## config.mk

```make
export PLATFORM = sky130hd
export DESIGN_NAME = lsu_byte_master
export DESIGN_NICKNAME = d
export VERILOG_FILES = /design/src/rtl/lsu_pkg.sv /design/src/rtl/lsu_byte_master_load_extend.sv /design/src/rtl/lsu_byte_master.sv
export SDC_FILE = /design/constraint.sdc
export NUM_CORES = 1
export LEC_CHECK = 0
export ABC_AREA = 1
export CORE_UTILIZATION = 45
export DETAILED_ROUTE_END_ITERATION = 8
export PLACE_DENSITY_LB_ADDON = 0.08
export RECOVER_POWER = 50
export SLEW_MARGIN = 20
export SYNTH_ARGS = -nofsm -noshare
export SYNTH_HDL_FRONTEND = slang
export SYNTH_SLANG_ARGS = --single-unit
```

## constraint.sdc

```tcl
create_clock -name clk -period 2.5 [get_ports clk]
set_input_delay 0.375 -clock clk [delete_from_list [all_inputs] [get_ports clk]]
set_output_delay 0.375 -clock clk [all_outputs]
set_load 0.05 [all_outputs]
```

## src/rtl/lsu_pkg.sv

```systemverilog
// Shared definitions for the byte-serial load/store unit: funct3 codes,
// FSM state encoding and the access-size decode.
package lsu_pkg;

    localparam logic [2:0] F3_B  = 3'b000;
    localparam logic [2:0] F3_H  = 3'b001;
    localparam logic [2:0] F3_W  = 3'b010;
    localparam logic [2:0] F3_BU = 3'b100;
    localparam logic [2:0] F3_HU = 3'b101;

    typedef enum logic [1:0] {
        IDLE = 2'd0,
        XFER = 2'd1,
        RESP = 2'd2
    } lsu_state_e;

    // Number of bytes moved for funct3[1:0]; 0 marks the unsupported size.
    function automatic logic [2:0] size_of(input logic [1:0] sz);
        case (sz)
            2'b00:   size_of = 3'd1;
            2'b01:   size_of = 3'd2;
            2'b10:   size_of = 3'd4;
            default: size_of = 3'd0;
        endcase
    endfunction

endpackage

```

## src/rtl/lsu_byte_master_load_extend.sv

```systemverilog
// Combinational sign/zero extension of the assembled load buffer.
module load_extend
    import lsu_pkg::*;
(
    input  logic [2:0]  funct3,
    input  logic [31:0] raw,
    output logic [31:0] ext
);

    always_comb begin
        ext = '0;
        case (funct3)
            F3_B:    ext = {{24{raw[7]}}, raw[7:0]};
            F3_BU:   ext = {24'h0, raw[7:0]};
            F3_H:    ext = {{16{raw[15]}}, raw[15:0]};
            F3_HU:   ext = {16'h0, raw[15:0]};
            F3_W:    ext = raw;
            default: ext = '0;
        endcase
    end

endmodule

```

## src/rtl/lsu_byte_master.sv

```systemverilog
// MEM-stage load/store initiator: splits one RV32I access into little-endian
// byte handshakes on an 8-bit memory port and returns extended load data.
module lsu_byte_master
    import lsu_pkg::*;
#(
    parameter int ADDR_W      = 32,
    parameter int TIMEOUT_CYC = 16
) (
    input  logic              clk,
    input  logic              reset,
    input  logic              req_valid,
    input  logic              req_write,
    input  logic [2:0]        req_funct3,
    input  logic [ADDR_W-1:0] req_addr,
    input  logic [31:0]       req_wdata,
    output logic              busy,
    output logic              done,
    output logic              err,
    output logic [31:0]       rdata,
    output logic [ADDR_W-1:0] mem_addr,
    output logic              mem_re,
    output logic              mem_we,
    output logic [7:0]        mem_wdata,
    input  logic [7:0]        mem_rdata,
    input  logic              mem_ready
);

    localparam int WD_W = $clog2(TIMEOUT_CYC + 1);

    lsu_state_e        state_q, state_d;
    logic              write_q, write_d;
    logic [2:0]        funct3_q, funct3_d;
    logic [ADDR_W-1:0] addr_q, addr_d;
    logic [31:0]       wdata_q, wdata_d;
    logic [1:0]        k_q, k_d;
    logic [31:0]       buf_q, buf_d;
    logic [WD_W-1:0]   wdog_q, wdog_d;
    logic              err_q, err_d;
    logic [31:0]       rdata_q, rdata_d;

    logic [31:0] ext_data;
    logic [2:0]  last_idx;
    logic        is_last;
    logic        req_illegal;

    assign last_idx = size_of(funct3_q[1:0]) - 3'd1;
    assign is_last  = ({1'b0, k_q} == last_idx);

    assign req_illegal = (req_funct3[1:0] == 2'b11)
                      || (req_write && req_funct3[2])
                      || ((req_funct3[1:0] == 2'b01) && req_addr[0])
                      || ((req_funct3[1:0] == 2'b10) && (req_addr[1:0] != 2'b00));

    // Kept apart from the FSM block so the extender sees the buffer including
    // the byte arriving this cycle without forming a combinational loop.
    always_comb begin
        buf_d = buf_q;
        if (state_q == IDLE && req_valid) begin
            buf_d = '0;
        end else if (state_q == XFER && mem_ready && !write_q) begin
            buf_d[8*k_q +: 8] = mem_rdata;
        end
    end

    load_extend u_load_extend (
        .funct3 (funct3_q),
        .raw    (buf_d),
        .ext    (ext_data)
    );

    always_comb begin
        state_d   = state_q;
        write_d   = write_q;
        funct3_d  = funct3_q;
        addr_d    = addr_q;
        wdata_d   = wdata_q;
        k_d       = k_q;
        wdog_d    = wdog_q;
        err_d     = err_q;
        rdata_d   = rdata_q;
        mem_addr  = '0;
        mem_re    = 1'b0;
        mem_we    = 1'b0;
        mem_wdata = '0;
        busy      = (state_q != IDLE);
        done      = (state_q == RESP);
        err       = (state_q == RESP) && err_q;

        case (state_q)
            IDLE: begin
                if (req_valid) begin
                    write_d  = req_write;
                    funct3_d = req_funct3;
                    addr_d   = req_addr;
                    wdata_d  = req_wdata;
                    k_d      = '0;
                    wdog_d   = '0;
                    if (req_illegal) begin
                        err_d   = 1'b1;
                        rdata_d = '0;
                        state_d = RESP;
                    end else begin
                        err_d   = 1'b0;
                        state_d = XFER;
                    end
                end
            end
            XFER: begin
                mem_addr  = addr_q + ADDR_W'(k_q);
                mem_re    = !write_q;
                mem_we    = write_q;
                mem_wdata = wdata_q[8*k_q +: 8];
                if (mem_ready) begin
                    wdog_d = '0;
                    k_d    = k_q + 2'd1;
                    if (is_last) begin
                        rdata_d = write_q ? 32'h0 : ext_data;
                        state_d = RESP;
                    end
                end else begin
                    wdog_d = wdog_q + 1'b1;
                    // Partial load data is dropped when the responder stalls out.
                    if (wdog_d == WD_W'(TIMEOUT_CYC)) begin
                        err_d   = 1'b1;
                        rdata_d = '0;
                        state_d = RESP;
                    end
                end
            end
            RESP: begin
                state_d = IDLE;
            end
            default: begin
                state_d = IDLE;
            end
        endcase
    end

    always_ff @(posedge clk) begin
        if (!reset) begin
            state_q  <= IDLE;
            write_q  <= 1'b0;
            funct3_q <= '0;
            addr_q   <= '0;
            wdata_q  <= '0;
            k_q      <= '0;
            buf_q    <= '0;
            wdog_q   <= '0;
            err_q    <= 1'b0;
            rdata_q  <= '0;
        end else begin
            state_q  <= state_d;
            write_q  <= write_d;
            funct3_q <= funct3_d;
            addr_q   <= addr_d;
            wdata_q  <= wdata_d;
            k_q      <= k_d;
            buf_q    <= buf_d;
            wdog_q   <= wdog_d;
            err_q    <= err_d;
            rdata_q  <= rdata_d;
        end
    end

    assign rdata = rdata_q;

endmodule

```

==> metrics.cfg <==
[finish]
area_delta_synth_final_pct=45.5
layout_commonest_cell=nand2_1
nFillCells=1373
drive_above_1_share_pct=18.0
layout_common_cells=nand2_1 (243), nor2_1 (209), dfxtp_1 (135)
multi_input_area_um2=4120
nets=1358
final_cell_area_um2=10500
seq_area_um2=2850

[detailed_routing]
num_vias=7716
wl_per_cell_um=14.9
via_per_inst=5.17
drc=0
dr.pass1.iters=7
ant_nets=0
wl_um=22300
drtIter0Drc=461

[sta]
fin_ws_ns=-0.142
rsz0062_at_grt=yes
post-route-period-util_pct=106
slew_headroom_pct=46.7
final-setup-viol-count=22
fmax_ghz=0.379
tightest_slew_ns=0.796
period_minus_slack_ns=2.64
skew_ns=0.00946
drv_slew=0
hold_viol=0

[pwr]
ir_worst_vdd_mv=0.442
p_per_area_nw_per_um2=575
finalPower_mw=6.03
leakagePower_nw=4.18

[synthesis]
syn_nets=1181
ys.flop_type=dfxtp_1
synthCells=1092
async_reset_ff_share_pct=0
ys_ff_latch=142
synth-edff-count=0
synth_area_per_cell_um2=6.61
yosys_warnings=0
ys_seq_area_share_pct=39.4
yosysUniqueCellTypes=40
syn_area_um2=7210

[clock_network]
htree_levels=4
cts_buffers=17
clock_sinks=142
cts_buffer_depth=2
cts.reportedPaths.clkPinSlew_ns=0.06
cts_tree=built
clockRootBuffer=clkbuf_16
ctsHoldBuffers=0
clk_latency_ns=0.42

[floorplan]
start_util_pct=46.8
die_height_um=129
fp-row-count=45
die_width_um=129
die-area_um2=16500
ioPinCount=157
core-area_um2=15400

[placed_design]
hpwl_um=15200
place.gp.congestion=0.919
io_buffers=156
place_ws_ns=0.0549
placed_area_um2=9340

[global_routing]
grt_overflow=0
grt_max_degree=83
grt_pass1_wl_um=35000
antenna_found_initial=1
grt_pass1_vias=7150
track_usage_pct=27.0

[min_path]
hold_path_class=in -> reg

[worst_setup_path]
worstPathMaxFanout=3
required_ns=2.12
path_class=reg -> out
crit_path_start_kind=flop
endpoint_kind=output pin
worstPathArrival_ns=2.27

[run]
max_cap_viol_count=0

[run_status]
outcome=finished with violations
failed_checks=setup timing

repair_timing:
action / in CTS / in global routing
endpoints found under the setup margin: 27 / 52
resized for setup: 52 / 54
setup buffers: 12 / 11
pin swaps: 15 / 21
final cells by class:
| type | count | area share (%) |
|---|---|---|
| Inverter | 83 | 3.03 |
| Tap cell | 211 | 2.52 |
| Multi-Input combinational cell | 814 | 39.3 |
| Clock inverter | 14 | 1.82 |
| Clock buffer | 17 | 4.05 |
| Antenna cell | 1 | 0.0238 |
| Timing Repair Buffer | 211 | 22.1 |
| Sequential cell | 142 | 27.2 |
report_power, final:
group          internal [mW]  switching, mW  total [mW]  leakage, nW
Combinational          0.341          0.532       0.873         2.71
Sequential              2.39          0.110        2.50         1.16
Clock                   1.67          0.999        2.66        0.303
Total                   4.39           1.64        6.03         4.18
cell usage after synthesis, types with 2 or more instances:
cell type  number  area [um^2]
nand2_1       251          942
nor2_1        228          856
dfxtp_1       142         2840
o21ai_0        97          485
inv_1          75          282
a21oi_1        73          365
nand3_1        71          355
clkbuf_1       23         86.3
nand4_1        17          106
nor3_1         17         85.1
buf_2          15         75.1
buf_6           8         90.1
ha_1            8          100
inv_2           7         26.3
a21oi_2         6         52.6
buf_1           6         22.5
xor2_1          6         52.6
xnor2_1         5         43.8
nor2_4          4         45.0
nor4_1          4         25.0
a31oi_1         3         18.8
nand2_4         3         33.8
nor2_2          3         18.8
nand2_2         2         12.5
nand4_4         2         42.5
o21ai_1         2         10.0
final timing paths:
kind	startpoint	end	slack (ns)	cells past startpoint
worst max-delay path	k_q[0]	mem_addr[30]	-0.14	11
worst min-delay path	reset	buf_q[4]	0.44	3
worst max register to register	state_q[0]	addr_q[13]	0.01	7
worst min register to register	rdata[23]	rdata[23]	0.46	2
kinds of logic (layout without fill, tap and decap cells):
group                    Yosys count  in the layout  synth area share, %
AO/OA/AOI/OAI                    185            185                 13.4
flip-flops                       142            142                 39.4
adder cells (fa/ha/maj)            9              9                 1.66
XOR/XNOR                          11             11                 1.34
AND/OR/NAND/NOR                  609            609                 36.0
buffers and inverters            136            325                 8.22
other                              0              1                    0
through the flow:
step	util, %	hold slack (ns)	setup TNS [ns]	instances
2_1_floorplan	-	0.442	0	1092
3_3_place_gp	60.6	0.451	0	1438
3_5_place_dp	60.6	0.454	0	1438
4_1_cts	66.3	0.416	-1.59	1481
5_1_grt	68.0	0.444	-7.83	1493
6_report	68.0	0.440	-1.67	1493
flip-flops by register name, summed over array words and instances (netlist names):
signal	count
funct3_q	3
state_q	2
k_q	2
wdata_q	32
rdata	32
write_q	1
buf_q	32
wdog_q	5
err_q	1
addr_q	32
metal layers:
| metal | track usage [%] | wire (um) | up-vias |
|---|---|---|---|
| met2 | 45.7 | 10800 | 257 |
| met3 | 6.49 | 1340 | 56 |
| li1 | - | - | 3877 |
| met4 | 11.4 | 740 | 0 |
| met5 | 0 | 0 | - |
| met1 | 32.7 | 9410 | 3526 |
worst max-delay path, cell delays in order, from the launching register on:
cell     delay, ns
dfxtp_2       0.35
ha_4          0.15
fa_2          0.22
nand3_2       0.10
inv_2         0.10
buf_6         0.10
nand3_4       0.10
nor2_4        0.17
nand2_2       0.07
xor2_1        0.16
nor2_2        0.17
buf_12        0.16
Note: power is estimated with default switching activity, not from simulation.
